[config.mk]
export PLATFORM = sky130hd
export DESIGN_NAME = lane_sync_deser
export DESIGN_NICKNAME = d
export VERILOG_FILES = /design/src/rtl/lane_sync_deser.sv
export SDC_FILE = /design/constraint.sdc
export NUM_CORES = 1
export LEC_CHECK = 0
export CELL_PAD_IN_SITES_DETAIL_PLACEMENT = 0
export CELL_PAD_IN_SITES_GLOBAL_PLACEMENT = 1
export CORE_MARGIN = 5
export CORE_UTILIZATION = 52
export CTS_BUF_LIST = sky130_fd_sc_hd__clkbuf_4 sky130_fd_sc_hd__clkbuf_8
export CTS_CLUSTER_SIZE = 20
export DETAILED_ROUTE_END_ITERATION = 10
export HOLD_SLACK_MARGIN = 0.15
export MAX_ROUTING_LAYER = met4
export PLACE_DENSITY_LB_ADDON = 0.05
export SETUP_SLACK_MARGIN = 0.05
export SYNTH_ARGS = -nofsm -noshare
export SYNTH_HDL_FRONTEND = slang
export SYNTH_SLANG_ARGS = --single-unit
[constraint.sdc]
create_clock -name clk -period 5.9 [get_ports clk]
set_input_delay 1.18 -clock clk [delete_from_list [all_inputs] [get_ports clk]]
set_output_delay 1.18 -clock clk [all_outputs]
set_load 0.05 [all_outputs]
[src/rtl/lane_sync_deser.sv]
// Multi-lane serial deserializer: comma-based frame alignment, odd-parity checking
// and per-lane HUNT/LOCKING/SYNC state with registered payload, valid, error and active outputs.
module lane_sync_deser #(
  parameter int unsigned          DATA_SIZE  = 8,
  parameter int unsigned          LANES      = 2,
  parameter logic [DATA_SIZE-1:0] COMMA      = DATA_SIZE'(8'hBC),
  parameter int unsigned          SYNC_COUNT = 4,
  parameter int unsigned          ERR_LIMIT  = 3
) (
  input  logic                         clk,
  input  logic                         reset,
  input  logic [LANES-1:0]             serial_in,
  output logic [LANES*DATA_SIZE-1:0]   data_out,
  output logic [LANES-1:0]             valid_out,
  output logic [LANES-1:0]             active,
  output logic [LANES-1:0]             error_out
);

  localparam int unsigned FRAME_W = DATA_SIZE + 1;
  localparam int unsigned CNT_W   = $clog2(FRAME_W);
  localparam int unsigned LIM_W   = 4;

  localparam logic [FRAME_W-1:0] COMMA_FRAME = {COMMA, ~^COMMA};
  localparam logic [CNT_W-1:0]   LAST_BIT    = CNT_W'(DATA_SIZE);
  localparam logic [LIM_W-1:0]   SYNC_CNT    = LIM_W'(SYNC_COUNT);
  localparam logic [LIM_W-1:0]   ERR_LIM     = LIM_W'(ERR_LIMIT);

  typedef enum logic [1:0] {
    HUNT    = 2'd0,
    LOCKING = 2'd1,
    SYNC    = 2'd2
  } lane_state_e;

  for (genvar i = 0; i < LANES; i++) begin : g_lane
    lane_state_e          state;
    logic [FRAME_W-1:0]   shreg;
    logic [CNT_W-1:0]     bit_cnt;
    logic [LIM_W-1:0]     comma_cnt;
    logic [LIM_W-1:0]     err_cnt;
    logic [DATA_SIZE-1:0] data_q;
    logic                 valid_q;
    logic                 active_q;
    logic                 err_q;

    logic boundary;
    logic is_comma;
    logic parity_ok;

    // shreg holds the frame completed on the previous edge; it is judged one edge later
    assign boundary  = (bit_cnt == LAST_BIT);
    assign is_comma  = (shreg == COMMA_FRAME);
    assign parity_ok = ^shreg;

    always_ff @(posedge clk or negedge reset) begin
      if (!reset) begin
        state     <= HUNT;
        shreg     <= '0;
        bit_cnt   <= '0;
        comma_cnt <= '0;
        err_cnt   <= '0;
        data_q    <= '0;
        valid_q   <= 1'b0;
        active_q  <= 1'b0;
        err_q     <= 1'b0;
      end else begin
        shreg   <= {shreg[FRAME_W-2:0], serial_in[i]};
        valid_q <= 1'b0;
        err_q   <= 1'b0;
        bit_cnt <= boundary ? '0 : bit_cnt + CNT_W'(1);

        case (state)
          HUNT: begin
            if (is_comma) begin
              bit_cnt   <= '0;
              comma_cnt <= LIM_W'(1);
              err_cnt   <= '0;
              if (SYNC_CNT == LIM_W'(1)) begin
                state    <= SYNC;
                active_q <= 1'b1;
              end else begin
                state <= LOCKING;
              end
            end
          end

          LOCKING: begin
            if (boundary) begin
              if (is_comma) begin
                comma_cnt <= comma_cnt + LIM_W'(1);
                if (comma_cnt + LIM_W'(1) == SYNC_CNT) begin
                  state    <= SYNC;
                  active_q <= 1'b1;
                end
              end else begin
                state     <= HUNT;
                comma_cnt <= '0;
                bit_cnt   <= '0;
              end
            end
          end

          SYNC: begin
            if (boundary) begin
              if (is_comma) begin
                err_cnt <= '0;
              end else if (parity_ok) begin
                data_q  <= shreg[FRAME_W-1:1];
                valid_q <= 1'b1;
                err_cnt <= '0;
              end else begin
                err_q <= 1'b1;
                if (err_cnt + LIM_W'(1) == ERR_LIM) begin
                  state     <= HUNT;
                  active_q  <= 1'b0;
                  err_cnt   <= '0;
                  comma_cnt <= '0;
                  bit_cnt   <= '0;
                end else begin
                  err_cnt <= err_cnt + LIM_W'(1);
                end
              end
            end
          end

          default: begin
            state    <= HUNT;
            active_q <= 1'b0;
          end
        endcase
      end
    end

    assign data_out[i*DATA_SIZE +: DATA_SIZE] = data_q;
    assign valid_out[i] = valid_q;
    assign active[i]    = active_q;
    assign error_out[i] = err_q;
  end

endmodule

==> results by group, run 1 <==
Outcome
  • Status: complete, no violations

Worst setup path
  • Worst reg2reg path depth: 7
  • Kind of critical path: register to primary output
  • Top delay family on crit path: buffers and inverters
  • Worst r2r src: g_lane[0].shreg[1]
  • Largest stage delay on the critical path: 0.81 ns
  • Worst reg2reg endpoint: g_lane[0].data_q[5]
  • R2r setup slk: 3.33 ns
  • Startpoint types: register
  • WP depth: 1
  • Setup crit end: data_out[8]
  • Required @ worst endpoint: 4.72 ns
  • CP bufs+invs: 1
  • Slowest-stage cell, CP: clkdlybuf4s50_1
  • Worst path arrival time: 1.52 ns
  • Worst path cell trace: clkdlybuf4s50_1
  • Worst-path maximum fanout: 2
  • Crit path from: g_lane[1].data_q[0]
  • Nature of the critical path endpoint: primary output

Synth
  • Mux cell area share after synthesis: 0.0582
  • Post-synthesis adder-cell area fraction: 0.101
  • XOR/XNOR Fraction of Synth Area: 0.0383
  • Post-synthesis sequential area ratio: 0.491
  • Gate Count Post-Synth: 306
  • Syn Area/Cell: 11.3 um^2
  • Synth Area in Compound Gates: 0.124
  • Synthesized cell area: 3460 um^2
  • Mapped Nets: 338
  • Post-synthesis simple-gate area fraction: 0.145
  • Post-synth EDFFs: 0
  • Warnings, synthesis: 0
  • #FFs+latches synth: 68
  • Main flop type after synthesis: dfrtp_1
  • FFs w/ async S/R, synth: 1.00
  • Distinct cells, synth: 53
  • Largest family of logic cells by synthesized area: simple AND/OR/NAND/NOR gates

Global routing
  • Gr ovfl total: 0
  • Initial antenna violation count: 0
  • Total GRT Usage: 0.177
  • Vias in the first global route: 2308
  • Pin count of the biggest net entering global routing: 69
  • Global-route wire length before repair: 11500 um

Die
  • Row count: 29
  • Core box area: 6420 um^2
  • Chip width: 91.6 um
  • Die area: 8390 um^2
  • Initial core utilization: 0.539
  • Die Ht: 91.6 um
  • Io pins: 26

Final layout
  • Post-layout util: 0.618
  • Proportion of layout cells with a drive suffix above 1: 0.128
  • Diode count: 0
  • # nets final: 363
  • P&R area growth vs syn: 14.7%

STA
  • Final worst path period need: 2.70 ns
  • RSZ-0062 raised after global routing: no
  • Final critical-path share of the clock period: 0.458
  • Setup violations, final: 0
  • Final hold slack: 0.391 ns
  • Setup TNS: 0 ns
  • Final hold violations: 0
  • Clock Skews: 0.0159 ns
  • Max-slew violations: 0
  • Fmax: 0.370 GHz
  • Slew margin rel.: 0.427
  • Worst-margin pin slew: 0.860 ns

Place
  • Post-detail-place hpwl: 4520 um
  • Routability cong.: 0.811
  • Port Buffers: 25

Detailed routing
  • Vias/cell: 5.64
  • Final ANT Viol Nets: 0
  • Routed wire length: 6510 um
  • Routed via count: 2331
  • # DRC: 0
  • TritonRoute pass-1 iters: 4
  • Initial DRC Count: 83
  • WL per Instance: 15.8 um

Job
  • Max cap viols: 0

Hold path
  • HP Start: g_lane[0].shreg[0]
  • Hold Crit Class: register to register

Clock network
  • Post-CTS Setup Inserts: 0
  • Post-CTS sizing: 0
  • CTS Buf Count: 9
  • CTS tree: done
  • H-tree depth: 3
  • Clock slew at reported path FFs: 0.09 ns
  • Root Buffer: clkbuf_8
  • Clock sinks: 68
  • Maximum buffer depth of the clock tree: 2
  • Post-CTS Hold Buffers: 0
  • Skew-Pair Late Insertion Delay: 0.34 ns

Pwr
  • Max VDD drop: 0.000192 V
  • Cell leakage power: 0.00185 uW
  • PD cells: 312 nW/um^2
## synth_stat cells (7+ instances only)
master / number / area share
o31ai_1: 11 / 0.024
ha_1: 28 / 0.10
dfrtp_1: 68 / 0.49
a21oi_1: 7 / 0.010
o21ai_0: 13 / 0.019
nand3_1: 14 / 0.020
inv_1: 20 / 0.022
nor2_1: 20 / 0.022
nand2_1: 10 / 0.011
mux2_2: 17 / 0.055
## where the power goes
part / internal [uW] / switching, uW
clock network: 250 / 185
registers: 510 / 43.2
logic: 102 / 150
## cell usage in the layout (no fill, tap or decap), types with 3 or more instances in the layout
master           Yosys  routed
and2_1               3       3
a21o_1               3       3
o32a_1               3       3
xnor2_1              5       5
clkdlybuf4s50_1      0      24
o41ai_1              4       4
nand3_1             14      14
mux2_2              17      17
a21oi_1              7       7
and3b_1              3       3
dfrtp_1             68      68
nand2b_1             4       4
nand2_1             10      10
and3_1               4       4
nor4b_1              6       6
nor2_1              20      20
nand4_1              4       4
ha_1                28      28
nor2b_1              3       3
inv_1               20      20
o31ai_1             11      11
nand3b_1             3       3
clkbuf_8             0      10
o21ai_0             13      13
xor2_1               3       3
a21boi_0             4       4
## layer usage
metal  track usage  part of all wire
met2         0.232              0.40
met4        0.0691             0.012
met5             -                 0
met1         0.261              0.54
met3        0.0442             0.045
## cell type report
cell class	instances	area, um^2
well taps	77	96.3
clock buffers	10	138
inverters	20	75.1
repair buffers	27	260
flip-flops and latches	68	1700
fillers	532	2450
multi-input cells	205	1610
clock inverters	6	86.3
## metrics by stage
step / total power (uW) / worst slack, ns / instances / cell area (um^2)
detailed placement: 814 / 3.31 / 397 / 3750
global placement: 808 / 3.40 / 397 / 3750
global route: 1320 / 3.13 / 413 / 3970
finish: 1240 / 3.20 / 413 / 3970
CTS: 1250 / 3.19 / 413 / 3970
floorplan: 748 / 3.73 / 306 / 3460
## how the worst min path moves through the flow
stage	end	slack [ns]	cells past startpoint
3_3_place_gp	g_lane[1].shreg[1]	0.36	0
4_1_cts	g_lane[0].shreg[1]	0.39	0
3_5_place_dp	g_lane[1].shreg[1]	0.36	0
2_1_floorplan	g_lane[0].shreg[1]	0.35	0
6_report	g_lane[0].shreg[1]	0.39	0
5_1_grt	g_lane[0].shreg[1]	0.41	0
## kinds of logic (layout without fill, tap and decap cells)
kind of cell / count (synthesis) / in the layout
xor+xnor: 11 / 11
mux: 18 / 18
simple gates: 88 / 88
flops: 68 / 68
fa+ha+maj: 28 / 28
compound gates: 60 / 60
buf+inv: 33 / 63
## registers in the layout, indices dropped and copies added, names as in the netlist
signal,cells
g_lane.valid_q,2
g_lane.active_q,2
g_lane.data_q,16
g_lane.shreg,18
g_lane.err_cnt,8
g_lane.err_q,2
g_lane.comma_cnt,8
g_lane.state,4
g_lane.bit_cnt,8
Note: power is estimated with default switching activity, not from simulation.
==> run 2: changes to the inputs <==
--- a/config.mk
+++ b/config.mk
@@ -8,7 +8,7 @@
 export CELL_PAD_IN_SITES_DETAIL_PLACEMENT = 0
 export CELL_PAD_IN_SITES_GLOBAL_PLACEMENT = 1
 export CORE_MARGIN = 5
-export CORE_UTILIZATION = 52
+export CORE_UTILIZATION = 49
 export CTS_BUF_LIST = sky130_fd_sc_hd__clkbuf_4 sky130_fd_sc_hd__clkbuf_8
 export CTS_CLUSTER_SIZE = 20
 export DETAILED_ROUTE_END_ITERATION = 10
==> constraint.sdc (replaced) <==
create_clock -name clk -period 2.8 [get_ports clk]
set_input_delay 0.56 -clock clk [delete_from_list [all_inputs] [get_ports clk]]
set_output_delay 0.56 -clock clk [all_outputs]
set_load 0.05 [all_outputs]
==> run 2 against run 1 <==
Compared with the run above:
- final cell count increased by 5.8%
- sequential cell count is the same
- largest cell class unchanged
- non-clock buffer count increased by 5
- die area is 5.4% higher
- final area rose by 1.6%
- worst hold slack got worse by 0.097 ns
==> results by group, run 2 (synthesis results as in run 1) <==
Pwr
  • Max VDD drop: 0.000369 V (+92%)
  • PD cells: 636 nW/um^2 (+100%)
  • Cell leakage power: 0.00188 uW (+1.4%)

STA
  • Setup TNS: 0 ns (unchanged)
  • Final critical-path share of the clock period: 0.850
  • Max-slew violations: 0 (unchanged)
  • Fmax: 0.420 GHz
  • Final hold violations: 0 (unchanged)
  • RSZ-0062 raised after global routing: no
  • Final worst path period need: 2.38 ns
  • Worst-margin pin slew: 0.759 ns (-0.101 ns)
  • Setup violations, final: 0 (unchanged)
  • Slew margin rel.: 0.494 (+0.0675)
  • Clock Skews: 0.00854 ns (-0.00737 ns)

Final layout
  • Diode count: 0 (unchanged)
  • Top reg by flops: g_lane.shreg
  • Commonest non-fill, non-tap cells in the layout: 68 x dfrtp_1, 28 x ha_1, 24 x clkdlybuf4s50_1
  • Proportion of layout cells with a drive suffix above 1: 0.141 (+0.0128)
  • Commonest non-fill, non-tap cell in the layout: dfrtp_1
  • Finished layout cell area: 4040 um^2 (+1.6%)
  • Post-layout util: 0.591 (-0.0275)
  • # nets final: 368 (+1.4%)
  • P&R area growth vs syn: 16.5%
  • Top Registers: g_lane.shreg x18, g_lane.data_q x16
  • Max FFs per register: 18 (unchanged)
  • Fin cells: 437 (+5.8%)

Die
  • Core box area: 6830 um^2 (+6.4%)
  • Die area: 8850 um^2 (+5.4%)
  • Row count: 30 (+3.4%)
  • Initial core utilization: 0.507 (-0.0323)
  • Chip width: 94.1 um (+2.7%)
  • Die Ht: 94.1 um (+2.7%)
  • Io pins: 26 (unchanged)

Worst setup path
  • Kind of critical path: register to register
  • R2r setup slk: 0.42 ns (-2.91 ns)
  • Worst path arrival time: 2.59 ns (+1.07 ns)
  • Required @ worst endpoint: 3.01 ns (-1.71 ns)
  • Startpoint types: register
  • Largest stage delay on the critical path: 0.48 ns (-0.33 ns)
  • Top delay family on crit path: compound AO/OA/AOI/OAI gates
  • CP bufs+invs: 1 (unchanged)
  • Worst path cell trace: inv_1 -> ha_1 -> xor3_1 -> xnor2_1 -> o32a_1 -> o31ai_1 -> o41ai_1
  • Nature of the critical path endpoint: register
  • Worst-path maximum fanout: 9 (+7)
  • Slowest-stage cell, CP: o32a_1

Hold path
  • Hold Crit Class: input port to async pin

Global routing
  • Gr ovfl total: 0 (unchanged)
  • Vias in the first global route: 2419 (+4.8%)
  • Pin count of the biggest net entering global routing: 37 (-46%)
  • Initial antenna violation count: 0 (unchanged)
  • Global-route wire length before repair: 11200 um (-2.5%)
  • Total GRT Usage: 0.166 (-0.0108)

Clock network
  • H-tree depth: 3 (unchanged)
  • Clock slew at reported path FFs: 0.07 ns (-0.02 ns)
  • Post-CTS Setup Inserts: 0 (unchanged)
  • Maximum buffer depth of the clock tree: 2 (unchanged)
  • Skew-Pair Late Insertion Delay: 0.33 ns (about the same)
  • CTS Buf Count: 9 (unchanged)
  • Clock sinks: 68 (unchanged)
  • Root Buffer: clkbuf_8
  • Post-CTS sizing: 0 (unchanged)
  • CTS tree: done
  • Post-CTS Hold Buffers: 0 (unchanged)

Outcome
  • Status: complete, no violations

Place
  • Routability cong.: 0.810 (-0.12%)
  • Placed cell area: 3820 um^2 (+2.0%)
  • Port Buffers: 25 (unchanged)
  • Post-Place Cells: 421 (+6.0%)
  • Post-detail-place hpwl: 4640 um (+2.7%)

Detailed routing
  • Routed wire length: 6350 um (-2.5%)
  • Routed via count: 2326 (-0.21%)
  • Vias/cell: 5.32 (-5.7%)
  • # DRC: 0 (unchanged)
  • TritonRoute pass-1 iters: 4 (unchanged)
  • Initial DRC Count: 109 (+31%)
  • Final ANT Viol Nets: 0 (unchanged)
  • WL per Instance: 14.5 um (-7.8%)

Job
  • Max cap viols: 0 (unchanged)
## run 2: cell type report
| class | count | area (um^2) |
|---|---|---|
| fill | 586 | 2800 |
| sequential | 68 | 1700 |
| multi-input combinational | 205 | 1610 |
| timing repair buffer | 32 | 310 |
| clock buffer | 9 | 124 |
| tap | 96 | 120 |
| clock inverter | 7 | 91.3 |
| inverter | 20 | 75.1 |
## run 2: where the power goes
part | internal (uW) | switching, uW
registers | 1080 | 91.2
logic | 229 | 309
clock network | 498 | 366
## run 2: worst paths after layout
kind	start	end	depth (start not counted)
setup reg to reg	g_lane[0].shreg[1]	g_lane[0].comma_cnt[2]	7
setup / recovery	g_lane[0].shreg[1]	g_lane[0].comma_cnt[2]	7
max in group asynchronous	reset	g_lane[1].shreg[2]	2
hold / removal	reset	g_lane[0].err_cnt[0]	1
min in group clk	g_lane[1].shreg[0]	g_lane[1].shreg[1]	0
hold reg to reg	g_lane[1].shreg[0]	g_lane[1].shreg[1]	0
## run 2: routing by layer
metal  vias up  routed length (um)  global-route usage
li1       1157                   -                   -
met1      1117                3210               0.230
met2        42                2820               0.237
met3        10                 221              0.0361
met4         0                 103              0.0686
met5         -                   0                   -
## run 2: worst register-to-register path: stages, from the launching register on
cell,delay [ns]
dfrtp_1,0.39
inv_1,0.06
ha_1,0.28
xor3_1,0.45
xnor2_1,0.18
o32a_1,0.48
o31ai_1,0.31
o41ai_1,0.11
## run 2: through the flow
step / total power [uW] / hold WS [ns] / setup WS (ns)
3_5_place_dp: 1730 / 0.360 / 0.437
3_3_place_gp: 1710 / 0.362 / 0.509
6_report: 2570 / 0.293 / 0.419
2_1_floorplan: 1580 / 0.264 / 0.634
4_1_cts: 2600 / 0.315 / 0.404
5_1_grt: 2740 / 0.365 / 0.250
==> run 3: changes to the inputs <==
--- a/config.mk
+++ b/config.mk
@@ -9,13 +9,13 @@
 export CELL_PAD_IN_SITES_GLOBAL_PLACEMENT = 1
 export CORE_MARGIN = 5
 export CORE_UTILIZATION = 49
-export CTS_BUF_LIST = sky130_fd_sc_hd__clkbuf_4 sky130_fd_sc_hd__clkbuf_8
+export CTS_BUF_LIST = sky130_fd_sc_hd__clkbuf_8
 export CTS_CLUSTER_SIZE = 20
 export DETAILED_ROUTE_END_ITERATION = 10
 export HOLD_SLACK_MARGIN = 0.15
-export MAX_ROUTING_LAYER = met4
 export PLACE_DENSITY_LB_ADDON = 0.05
 export SETUP_SLACK_MARGIN = 0.05
 export SYNTH_ARGS = -nofsm -noshare
 export SYNTH_HDL_FRONTEND = slang
 export SYNTH_SLANG_ARGS = --single-unit
+export TNS_END_PERCENT = 100
==> run 3 against run 2 <==
Compared with the run above:
- utilization did not move
- routed wire length rose by 0.57%
- total power rose by 0.16%
- maximum frequency barely moved
==> results by group, run 3 (synthesis results as in run 1) <==
Final layout
  • Diode count: 0 (unchanged)
  • Max FFs per register: 18 (unchanged)
  • Commonest non-fill, non-tap cells in the layout: 68 x dfrtp_1, 28 x ha_1, 24 x clkdlybuf4s50_1
  • Top reg by flops: g_lane.shreg
  • # nets final: 368 (unchanged)
  • P&R area growth vs syn: 16.5% (unchanged)
  • Top Registers: g_lane.shreg x18, g_lane.data_q x16
  • Proportion of layout cells with a drive suffix above 1: 0.141 (unchanged)
  • Finished layout cell area: 4040 um^2 (unchanged)
  • Commonest non-fill, non-tap cell in the layout: dfrtp_1

Die
  • Initial core utilization: 0.507 (unchanged)
  • Die Ht: 94.1 um (unchanged)
  • Io pins: 26 (unchanged)
  • Row count: 30 (unchanged)
  • Chip width: 94.1 um (unchanged)
  • Die area: 8850 um^2 (unchanged)
  • Core box area: 6830 um^2 (unchanged)

Clock network
  • Root Buffer: clkbuf_8
  • CTS tree: done
  • Post-CTS Hold Buffers: 0 (unchanged)
  • Clock slew at reported path FFs: 0.07 ns (about the same)
  • Post-CTS sizing: 0 (unchanged)
  • Post-CTS Setup Inserts: 0 (unchanged)
  • H-tree depth: 3 (unchanged)
  • CTS Buf Count: 9 (unchanged)
  • Clock sinks: 68 (unchanged)
  • Skew-Pair Late Insertion Delay: 0.34 ns (about the same)
  • Maximum buffer depth of the clock tree: 2 (unchanged)

Global routing
  • Grt peak-use layer: met2
  • Vias in the first global route: 2414 (-0.21%)
  • Global-route wire length before repair: 11200 um (unchanged)
  • Grt met1 use: 0.226 (-0.00361)
  • Met2 Track Usage GR: 0.237 (unchanged)
  • Gr ovfl total: 0 (unchanged)
  • Total GRT Usage: 0.162 (-0.00391)
  • Met3 Track Usage GR: 0.0489 (+0.0128)
  • Pin count of the biggest net entering global routing: 37 (unchanged)
  • Initial antenna violation count: 0 (unchanged)

Worst setup path
  • Worst path cell trace: inv_1 -> ha_1 -> xor3_1 -> xnor2_1 -> o32a_1 -> o31ai_1 -> o41ai_1
  • Kind of critical path: register to register
  • Worst path arrival time: 2.59 ns (about the same)
  • Top delay family on crit path: compound AO/OA/AOI/OAI gates
  • Largest stage delay on the critical path: 0.48 ns (about the same)
  • Worst-path maximum fanout: 9 (unchanged)
  • Required @ worst endpoint: 3.01 ns (about the same)
  • Slowest-stage cell, CP: o32a_1
  • Startpoint types: register
  • Nature of the critical path endpoint: register
  • CP bufs+invs: 1 (unchanged)

Hold path
  • Hold Crit Class: input port to async pin

STA
  • Slew margin rel.: 0.490 (-0.00454)
  • RSZ-0062 raised after global routing: no
  • Worst-margin pin slew: 0.766 ns (+0.00682 ns)
  • Setup violations, final: 0 (unchanged)
  • Final worst path period need: 2.38 ns (+0.000582 ns)
  • Final hold violations: 0 (unchanged)
  • Max-slew violations: 0 (unchanged)
  • Setup TNS: 0 ns (unchanged)
  • Clock Skews: 0.00834 ns (-0.000196 ns)
  • Fmax: 0.420 GHz (about the same)
  • Final critical-path share of the clock period: 0.851 (about the same)

Detailed routing
  • Vias/cell: 5.35 (+0.52%)
  • Initial DRC Count: 96 (-12%)
  • Final ANT Viol Nets: 0 (unchanged)
  • Routed via count: 2338 (+0.52%)
  • # DRC: 0 (unchanged)
  • WL per Instance: 14.6 um (+0.57%)
  • Routed wire length: 6390 um (+0.57%)
  • TritonRoute pass-1 iters: 4 (unchanged)

Pwr
  • Cell leakage power: 0.00188 uW (unchanged)
  • PD cells: 637 nW/um^2 (+0.16%)
  • Max VDD drop: 0.000369 V (about the same)
  • Pwr Total: 2570 uW (+0.16%)

Place
  • Placed cell area: 3820 um^2 (unchanged)
  • Post-detail-place hpwl: 4640 um (unchanged)
  • Port Buffers: 25 (unchanged)
  • Routability cong.: 0.798 (-1.4%)

Outcome
  • Status: complete, no violations

Job
  • Max cap viols: 0 (unchanged)
run 3: cell type report:
type,count,area [um^2]
flip-flops and latches,68,1700
clock buffers,9,124
multi-input cells,205,1610
fillers,586,2800
well taps,96,120
repair buffers,32,310
clock inverters,7,91.3
inverters,20,75.1
run 3: path summary, 6_finish.rpt:
check                                         from                      to  slack (ns)  depth (start not counted)
worst max-delay path            g_lane[0].shreg[1]  g_lane[0].comma_cnt[2]        0.42                          7
worst min-delay path                         reset    g_lane[0].err_cnt[0]        0.29                          1
worst max register to register  g_lane[0].shreg[1]  g_lane[0].comma_cnt[2]        0.42                          7
worst min register to register  g_lane[1].shreg[0]      g_lane[1].shreg[1]        0.37                          0
max in group asynchronous                    reset      g_lane[1].shreg[2]        1.87                          2
min in group clk                g_lane[1].shreg[0]      g_lane[1].shreg[1]        0.37                          0
run 3: report_power, final:
| group | switching (uW) | internal [uW] | total (uW) |
|---|---|---|---|
| Sequential | 91.9 | 1080 | 1170 |
| Combinational | 309 | 229 | 538 |
| Clock | 370 | 498 | 868 |
| Total | 771 | 1800 | 2570 |
run 3: worst reg2reg max path, delay by kind of cell (launching register included):
family	cells	cell delay, ns
AO/OA/AOI/OAI	3	0.90
flip-flops	1	0.39
adder cells (fa/ha/maj)	1	0.28
XOR/XNOR	2	0.63
buffers and inverters	1	0.06
run 3: routing by layer:
metal,up-vias,wire length [um]
met5,-,0
met4,0,104
met3,9,262
met2,42,2840
met1,1130,3180
li1,1157,-
run 3: stage by stage:
| step | hold WS [ns] | utilization | cells | setup slack, ns |
|---|---|---|---|---|
| 2_1_floorplan | 0.264 | - | 306 | 0.634 |
| 3_3_place_gp | 0.362 | 0.559 | 421 | 0.509 |
| 3_5_place_dp | 0.360 | 0.559 | 421 | 0.437 |
| 4_1_cts | 0.315 | 0.591 | 437 | 0.404 |
| 5_1_grt | 0.361 | 0.591 | 437 | 0.250 |
| 6_report | 0.291 | 0.591 | 437 | 0.418 |
